`config.mk`:
```
export PLATFORM = sky130hd
export DESIGN_NAME = alu_issue_stage
export DESIGN_NICKNAME = d
export VERILOG_FILES = /design/src/rtl/alu_issue_stage.sv
export SDC_FILE = /design/constraint.sdc
export NUM_CORES = 1
export LEC_CHECK = 0
export BUFFER_PORTS_ARGS = -buffer_cell sky130_fd_sc_hd__buf_2
export CORE_MARGIN = 4
export CORE_UTILIZATION = 30
export DETAILED_ROUTE_END_ITERATION = 8
export SLEW_MARGIN = 15
export SYNTH_ARGS = -nofsm -noshare
export SYNTH_HDL_FRONTEND = slang
export SYNTH_SLANG_ARGS = --single-unit
export TNS_END_PERCENT = 50
```
`constraint.sdc`:
```
create_clock -name clk -period 2.4 [get_ports clk]
set_clock_uncertainty 0.1 [all_clocks]
set_input_delay 0.48 -clock clk [delete_from_list [all_inputs] [get_ports clk]]
set_output_delay 0.48 -clock clk [all_outputs]
set_load 0.02 [all_outputs]
```
`src/rtl/alu_issue_stage.sv`:
```
// alu_issue_stage: RV32I issue stage in front of the ALU.
// Decodes one instruction per cycle into ALU control plus selected operands,
// presents it from a registered output slot with valid/ready, and uses a
// one-entry skid buffer so that backpressure never drops an instruction.
module alu_issue_stage #(
    parameter int DATA_W = 32,
    parameter int CTR_W  = 4
) (
    input  logic              clk,
    input  logic              rst,
    input  logic              in_valid,
    output logic              in_ready,
    input  logic [31:0]       instr,
    input  logic [DATA_W-1:0] rs1_data,
    input  logic [DATA_W-1:0] rs2_data,
    input  logic              flush,
    output logic              out_valid,
    input  logic              out_ready,
    output logic [CTR_W-1:0]  out_ctr,
    output logic [DATA_W-1:0] out_a,
    output logic [DATA_W-1:0] out_b,
    output logic [4:0]        out_rd,
    output logic              out_wen,
    output logic              out_is_branch,
    output logic              out_is_store,
    output logic [DATA_W-1:0] out_store_data,
    output logic              out_illegal
);

    localparam logic [CTR_W-1:0] CTR_AND = CTR_W'(4'b0000);
    localparam logic [CTR_W-1:0] CTR_OR  = CTR_W'(4'b0001);
    localparam logic [CTR_W-1:0] CTR_ADD = CTR_W'(4'b0010);
    localparam logic [CTR_W-1:0] CTR_SUB = CTR_W'(4'b0110);

    typedef enum logic [6:0] {
        OPC_R      = 7'b0110011,
        OPC_I      = 7'b0010011,
        OPC_LOAD   = 7'b0000011,
        OPC_STORE  = 7'b0100011,
        OPC_BRANCH = 7'b1100011
    } opcode_e;

    // One fully decoded operation, as held in the main slot or the skid entry.
    typedef struct packed {
        logic [CTR_W-1:0]  ctr;
        logic [DATA_W-1:0] a;
        logic [DATA_W-1:0] b;
        logic [4:0]        rd;
        logic              wen;
        logic              is_branch;
        logic              is_store;
        logic [DATA_W-1:0] store_data;
        logic              illegal;
    } op_t;

    // Instruction fields
    opcode_e           opcode;
    logic [2:0]        funct3;
    logic [6:0]        funct7;
    logic [4:0]        rd_field;
    logic signed [11:0] imm_i12;
    logic signed [11:0] imm_s12;
    logic [DATA_W-1:0] imm_i;
    logic [DATA_W-1:0] imm_s;
    // rs1/rs2 index fields are resolved by the register file upstream.
    logic              unused_rs1_field;

    assign opcode           = opcode_e'(instr[6:0]);
    assign funct3           = instr[14:12];
    assign funct7           = instr[31:25];
    assign rd_field         = instr[11:7];
    assign imm_i12          = instr[31:20];
    assign imm_s12          = {instr[31:25], instr[11:7]};
    assign imm_i            = DATA_W'(imm_i12);
    assign imm_s            = DATA_W'(imm_s12);
    assign unused_rs1_field = ^instr[19:15];

    // ADD/OR/AND selection shared by R-type and I-type arithmetic.
    function automatic logic [CTR_W-1:0] ctr_from_f3(input logic [2:0] f3);
        case (f3)
            3'b110:  ctr_from_f3 = CTR_OR;
            3'b111:  ctr_from_f3 = CTR_AND;
            default: ctr_from_f3 = CTR_ADD;
        endcase
    endfunction

    op_t dec;

    // Decode the offered instruction; anything unlisted falls out as illegal.
    always_comb begin
        // NOTE: every field gets a default before the case so no latch is inferred.
        dec         = '0;
        dec.ctr     = CTR_ADD;
        dec.illegal = 1'b1;
        case (opcode)
            OPC_R: begin
                if ((funct7 == 7'b0000000 &&
                     (funct3 == 3'b000 || funct3 == 3'b110 || funct3 == 3'b111)) ||
                    (funct7 == 7'b0100000 && funct3 == 3'b000)) begin
                    dec     = '0;
                    dec.ctr = funct7[5] ? CTR_SUB : ctr_from_f3(funct3);
                    dec.a   = rs1_data;
                    dec.b   = rs2_data;
                    dec.rd  = rd_field;
                    dec.wen = (rd_field != 5'd0);
                end
            end
            OPC_I: begin
                if (funct3 == 3'b000 || funct3 == 3'b110 || funct3 == 3'b111) begin
                    dec     = '0;
                    dec.ctr = ctr_from_f3(funct3);
                    dec.a   = rs1_data;
                    dec.b   = imm_i;
                    dec.rd  = rd_field;
                    dec.wen = (rd_field != 5'd0);
                end
            end
            OPC_LOAD: begin
                if (funct3 == 3'b010) begin
                    dec     = '0;
                    dec.ctr = CTR_ADD;
                    dec.a   = rs1_data;
                    dec.b   = imm_i;
                    dec.rd  = rd_field;
                    dec.wen = (rd_field != 5'd0);
                end
            end
            OPC_STORE: begin
                if (funct3 == 3'b010) begin
                    dec            = '0;
                    dec.ctr        = CTR_ADD;
                    dec.a          = rs1_data;
                    dec.b          = imm_s;
                    dec.store_data = rs2_data;
                    dec.is_store   = 1'b1;
                end
            end
            OPC_BRANCH: begin
                if (funct3 == 3'b000 || funct3 == 3'b001) begin
                    dec           = '0;
                    dec.ctr       = CTR_SUB;
                    dec.a         = rs1_data;
                    dec.b         = rs2_data;
                    dec.is_branch = 1'b1;
                end
            end
            default: ;
        endcase
    end

    // Storage: main output slot plus one skid entry.
    op_t  main_q, main_d;
    op_t  skid_q, skid_d;
    logic main_valid_q, main_valid_d;
    logic skid_valid_q, skid_valid_d;
    logic accept;
    logic drain;

    // in_ready depends only on held state, never on out_ready.
    assign in_ready = !skid_valid_q && !rst;
    assign accept   = in_valid && in_ready;
    assign drain    = main_valid_q && out_ready;

    // Next-state for main/skid: skid refills main first to keep FIFO order.
    always_comb begin
        main_d       = main_q;
        skid_d       = skid_q;
        main_valid_d = main_valid_q;
        skid_valid_d = skid_valid_q;
        if (flush) begin
            main_valid_d = 1'b0;
            skid_valid_d = 1'b0;
        end else if (drain || !main_valid_q) begin
            // accept implies an empty skid, so these branches are exclusive.
            if (skid_valid_q) begin
                main_d       = skid_q;
                main_valid_d = 1'b1;
                skid_valid_d = 1'b0;
            end else if (accept) begin
                main_d       = dec;
                main_valid_d = 1'b1;
            end else begin
                main_valid_d = 1'b0;
            end
        end else if (accept) begin
            skid_d       = dec;
            skid_valid_d = 1'b1;
        end
    end

    // State registers with synchronous reset.
    always_ff @(posedge clk) begin
        // NOTE: the data payloads are reset too, so every output reads 0 after reset.
        if (rst) begin
            main_q       <= '0;
            skid_q       <= '0;
            main_valid_q <= 1'b0;
            skid_valid_q <= 1'b0;
        end else begin
            // NOTE: non-blocking assignments keep all flops updating from pre-edge values.
            main_q       <= main_d;
            skid_q       <= skid_d;
            main_valid_q <= main_valid_d;
            skid_valid_q <= skid_valid_d;
        end
    end

    assign out_valid      = main_valid_q;
    assign out_ctr        = main_q.ctr;
    assign out_a          = main_q.a;
    assign out_b          = main_q.b;
    assign out_rd         = main_q.rd;
    assign out_wen        = main_q.wen;
    assign out_is_branch  = main_q.is_branch;
    assign out_is_store   = main_q.is_store;
    assign out_store_data = main_q.store_data;
    assign out_illegal    = main_q.illegal;

endmodule

```
# Word level (Yosys, flattened, before mapping)
# Index checks and enable logic that the tools add are counted.
[totals]
register_bits = 220
in_bits = 101
output_inout_bits = 111
word_cells = 65
[op_classes]
n_eq_ne = 10
muxes = 12
bitwise_logic = 2
reduce_logical = 21
[op_table]
columns = ["operator", "n"]
rows = [
  ["one-hot mux 109 bit (5 select lines)", 1],
  ["2-to-1 mux 109 bit", 3],
  ["2-to-1 mux 105 bit", 2],
  ["2-to-1 mux 108 bit", 1],
  ["2-to-1 mux 107 bit", 1],
  ["equality test 7 x 6 -> 1 bit, second input constant", 3],
  ["equality test 7 x 2 -> 1 bit, second input constant", 1],
  ["equality test 7 x 5 -> 1 bit, second input constant", 1],
  ["equality test 7 bit, second input constant", 1],
  ["logical NOT 7 bit", 1],
  ["equality test 3 bit, second input constant", 2],
  ["AND reduction 3 bit", 2],
  ["logical AND 1 bit", 5],
  ["logical OR 1 bit", 5],
  ["nonzero test 5 bit", 1],
  ["2-to-1 mux 4 bit", 1],
  ["one-hot mux 2 bit (2 select lines)", 1],
  ["equality test 3 x 1 -> 1 bit, second input constant", 1],
  ["equality test 3 x 2 -> 1 bit, second input constant", 1],
  ["logical NOT 1 bit", 3],
  ["logical NOT 3 bit", 1],
  ["OR reduction 3 bit", 1],
  ["2-to-1 mux 1 bit", 2],
  ["NOT 1 bit", 2],
  ["2 further kinds", 2],
]

# Longest topological paths before layout
[depth]
word_depth = 9
depth_mapped = 8
mapped_depth_nobuf = 5

# Worst setup path before layout
# Ideal clock, no wire load.
[synth_path]
path_type = "in2reg"
startpoint = "in flush"
endpoint = "reg skid_q[24] (netlist name)"
arrival_time_ns = 1.950
required_time_ns = 2.172
path_slack_ns = 0.223
path_stages = 7
path_cell_list = "clkbuf_1 -> or4_1 -> clkbuf_1 -> buf_2 -> clkbuf_1 -> a22oi_1 -> nor2_1"
[synth_via]
elab_chain_len = 2
[synth_lines]
columns = ["element", "line_no", "rtl"]
rows = [
  ["start: declaration", "16", "input logic flush,"],
  ["NOT 1 bit (no source line)", "n/a", ""],
  ["AND reduction 3 bit (no source line)", "n/a", ""],
  ["end signal: assignment", "202", "skid_q <= skid_d;"],
  ["end: declaration", "153", "op_t skid_q, skid_d;"],
]
# No other way between the ends.
# A chain may end at the register's enable or synchronous reset.

# Worst setup path after layout
[layout_path]
startpoint = "reg skid_valid_q"
endpoint = "out in_ready"
[layout_via]
elab_chain_len = 2
[layout_lines]
columns = ["element", "line_no", "rtl"]
rows = [
  ["start: declaration", "155", "logic skid_valid_q, skid_valid_d;"],
  ["start signal: assignment", "204", "skid_valid_q <= skid_valid_d;"],
  ["logical NOT 1 bit", "160", "assign in_ready = !skid_valid_q && !rst;"],
  ["logical AND 1 bit", "160", ""],
  ["end: declaration", "12", "output logic in_ready,"],
]
# No other way between the ends.

==> key figures <==
Run status
  – Run status: finished clean

STA
  – Slew headroom: 30.4%
  – Worst-Margin Slew: about 1000 ps
  – Crit share post-route: 94.8%
  – Final setup fails: 0
  – Slew Viols, Final: 0
  – Fmax: 0.439 GHz
  – RSZ-0062 raised after global routing: false
  – Final min period: roughly 2300 ps
  – Hold Vio Cnt, Final: 0

Global routing
  – Gr busiest metal: met2
  – Antenna violations before repair: 2
  – Routing usage on met3: under 10%
  – Routing usage on met1: approximately a quarter
  – First-pass GRT wire length: 46.6 mm
  – Largest net degree at the start of global routing: 57
  – Met2 usage: 29.0%
  – Vias in the first global route: 8,207
  – GR Overflow Total: 0
  – Total track usage: 17.8%

Layout
  – Nets: 1,291
  – Area Growth Syn to Fin: 28.5%
  – Utilization after layout: around two fifths
  – Share of layout cells above drive strength 1: around a quarter
  – N_diodes: 0
  – Non-Filler Instances: 1,587

Floorplan
  – Die Height: 179 um
  – Horiz. Die Dim: roughly 180 um
  – Core ar.: 28,900 um2
  – FP Rows: 62
  – Die ar.: 32,200 um2
  – Num ports: between 200 and 250
  – Starting Density: between 30% and 40%

Placed design
  – GP Congestion: around 0.80
  – PortBufs: a little over 200
  – Cells after DPL: between 1,500 and 2,000
  – Detail Placement HPWL: 19.1 mm

Synthesis
  – Cell taking the most area after synthesis: dfxtp_1
  – Main combinational cell family by area after synthesis: compound AO/OA/AOI/OAI gates
  – Mapped Avg Cell Area: ~9 um2
  – Ys flop type: dfxtp_1
  – Yosys top cell area share: 49.5%
  – Complex-gate fraction of the synthesized area: around 32%
  – Synth area leaders: dfxtp_1 (50%), o21ai_0 (6.0%), a22oi_1 (5.4%)
  – XOR/XNOR share of the synthesized area: 0.0994%
  – Asr flop ratio synth: 0%
  – Simple-Gate Fraction of Synth Area: 13.4%
  – Post-synth EDFFs: 0
  – Post-Synth Adder-Cell Area: 0%
  – Synth Register Bits: ~220
  – Distinct cells, synth: 46
  – Yosys warning total: 0
  – Synth Net Count: 1,107
  – Register area share after synthesis: 49.5%
  – Mux contribution to synthesized area: 0%
  – Synth Cell Area: 8810 um2
  – Synthesized instance count: 1,006

Min path
  – Hold EP: skid_q[82]
  – Hold Path Depth: 2
  – Worst min path class: in2reg
  – Hold path start: rs1_data[9]

Clocking
  – CTS tree: done
  – Root Buffer: clkbuf_16
  – Clk buf depth: 3
  – CTS Buf Count: 25
  – Clk_lat worst skew: 510 ps
  – Post_cts resized: 0
  – Clock slew at reported path FFs: 60 ps
  – Hold Buf Count CTS: 0
  – Clk sinks: 218
  – Postcts setup bufs: 0
  – H-tree levels: 1

Worst setup path
  – Crit-path max FO: 44
  – Worst R2R End: skid_q[37]
  – Worst setup EP type: output port
  – Worst r2r src: out_valid
  – Setup crit start kind: register
  – Worst Path Arrival: 1700 ps
  – Reg2reg path depth: 5
  – R2R Setup Slk: roughly 280 ps
  – Required time worst endpoint: 1820 ps
  – Critical path class: reg2out

Routing
  – DR vias/cell: 5.46
  – Initial DRC count: 780
  – Routed Antenna Nets: 0
  – Drt total wl: a little over 30 mm
  – # DRC: 0
  – DRT Pass-1 Iters: 6
  – Avg WL per Cell: 19.0 um
  – Routed vias: 8,666

Power
  – Sequential share of power: 46.9%
  – NetSw: 1.94 mW
  – Logic pwr share: under 10%
  – Overall power: 7.93 mW
  – Pint: around 6 mW
  – Switching Share: 24.4%
  – Static leakage: 4.57 nW
  – Clock network power share: between 40% and 50%
  – Power Dens Cells: 701 nW/um2
  – Maximum VDD drop: 0.000487 V

Run
  – Max-cap violation count: 0
[cell usage after synthesis (all sizes together) (2+ instances only)]
master   number
nor2         93
a21oi        80
and3         38
a2111oi       3
nor4          4
nor3          6
dfxtp       218
a211oi        2
nor2b         5
a221oi       41
a31oi         7
inv           5
nand2        57
a22o         38
a22oi        63
nand2b        4
clkbuf       83
a311oi        4
o21a          5
or4           3
buf          19
o21ai       106
o211ai       34
nor3b         3
or3           3
o22ai        37
nand3        33
[power groups by stage]
stage | sequential (mW) | clock (mW) | combinational, mW
after floorplan | 3.87 | 0 | 0.238
after global placement | 3.80 | 0 | 0.643
after detailed placement | 3.80 | 0 | 0.645
after CTS | 3.72 | 3.68 | 0.649
after global routing | 3.72 | 3.80 | 0.701
final | 3.72 | 3.57 | 0.645
[critical path: stages, from the launching register on]
cell and delay [ps]:
dfxtp_2 320, buf_4 280, nor2_2 350, buf_2 230
[sequential cells by signal (all words and copies together) (netlist names)]
signal          flops
skid_q            108
out_a              32
out_b              32
out_store_data     32
out_rd              5
out_ctr             3
out_illegal         1
out_is_branch       1
out_is_store        1
out_valid           1
out_wen             1
skid_valid_q        1
[metrics by stage]
step / setup WS (ps) / instance area, um2 / setup TNS, ps / hold WS (ps)
after global placement: -5.60 / 10600 / -17.9 / 353
final: 124 / 11300 / 0 / 98.1
after CTS: 90.3 / 11300 / 0 / 73.8
after floorplan: 223 / 8810 / 0 / 341
after detailed placement: -21.7 / 10600 / -94.1 / 357
after global routing: 63.6 / 11300 / 0 / 77.7
[cell usage in the layout, fill, tap and decap left out, types with 4 or more instances in the layout]
master       n
clkinv_2     5
a31oi_1      7
a311oi_1     4
a21oi_1     79
clkbuf_16   25
nand3_1     33
buf_4       40
o211ai_1    34
o22ai_1     37
buf_12      15
a22oi_1     63
nand2b_1     4
dfxtp_1    217
a22o_1      38
and3_1      38
nor2b_1      5
a221oi_1    41
o21ai_0    104
buf_2      204
nor3_1       6
nor2_1      87
o21a_1       5
nand2_1     57
clkbuf_1     5
[metal layers]
layer,vias to the layer above,part of all wire [%]
met5,-,0.090
met4,4,1.7
met3,31,8.2
met2,294,46
met1,4208,44
li1,4129,-
[worst max path at each step]
stage,depth (start not counted),to,from,slack [ps]
CTS,3,in_ready,skid_valid_q,90
global placement,6,skid_q[40],out_ready,-6
finish,3,in_ready,skid_valid_q,120
global route,3,in_ready,skid_valid_q,60
floorplan,7,skid_q[24],flush,220
detailed placement,6,skid_q[36],out_ready,-20
[layout make-up]
cell class | instances | area (um2)
Inverter | 5 | 18.8
Clock inverter | 7 | 62.6
Tap cell | 384 | 480
Timing Repair Buffer | 259 | 1620
Sequential cell | 218 | 4370
Clock buffer | 33 | 686
Multi-Input combinational cell | 681 | 4090
Fill cell | 2979 | 17500
[cell families (layout without fill, tap and decap cells)]
| logic type | count (synthesis) | after routing |
|---|---|---|
| compound gates | 426 | 426 |
| simple gates | 253 | 253 |
| flops | 218 | 218 |
| buf+inv | 107 | 304 |
| other cells | 1 | 1 |
| xor+xnor | 1 | 1 |
Power figures use the tool's default switching activity.
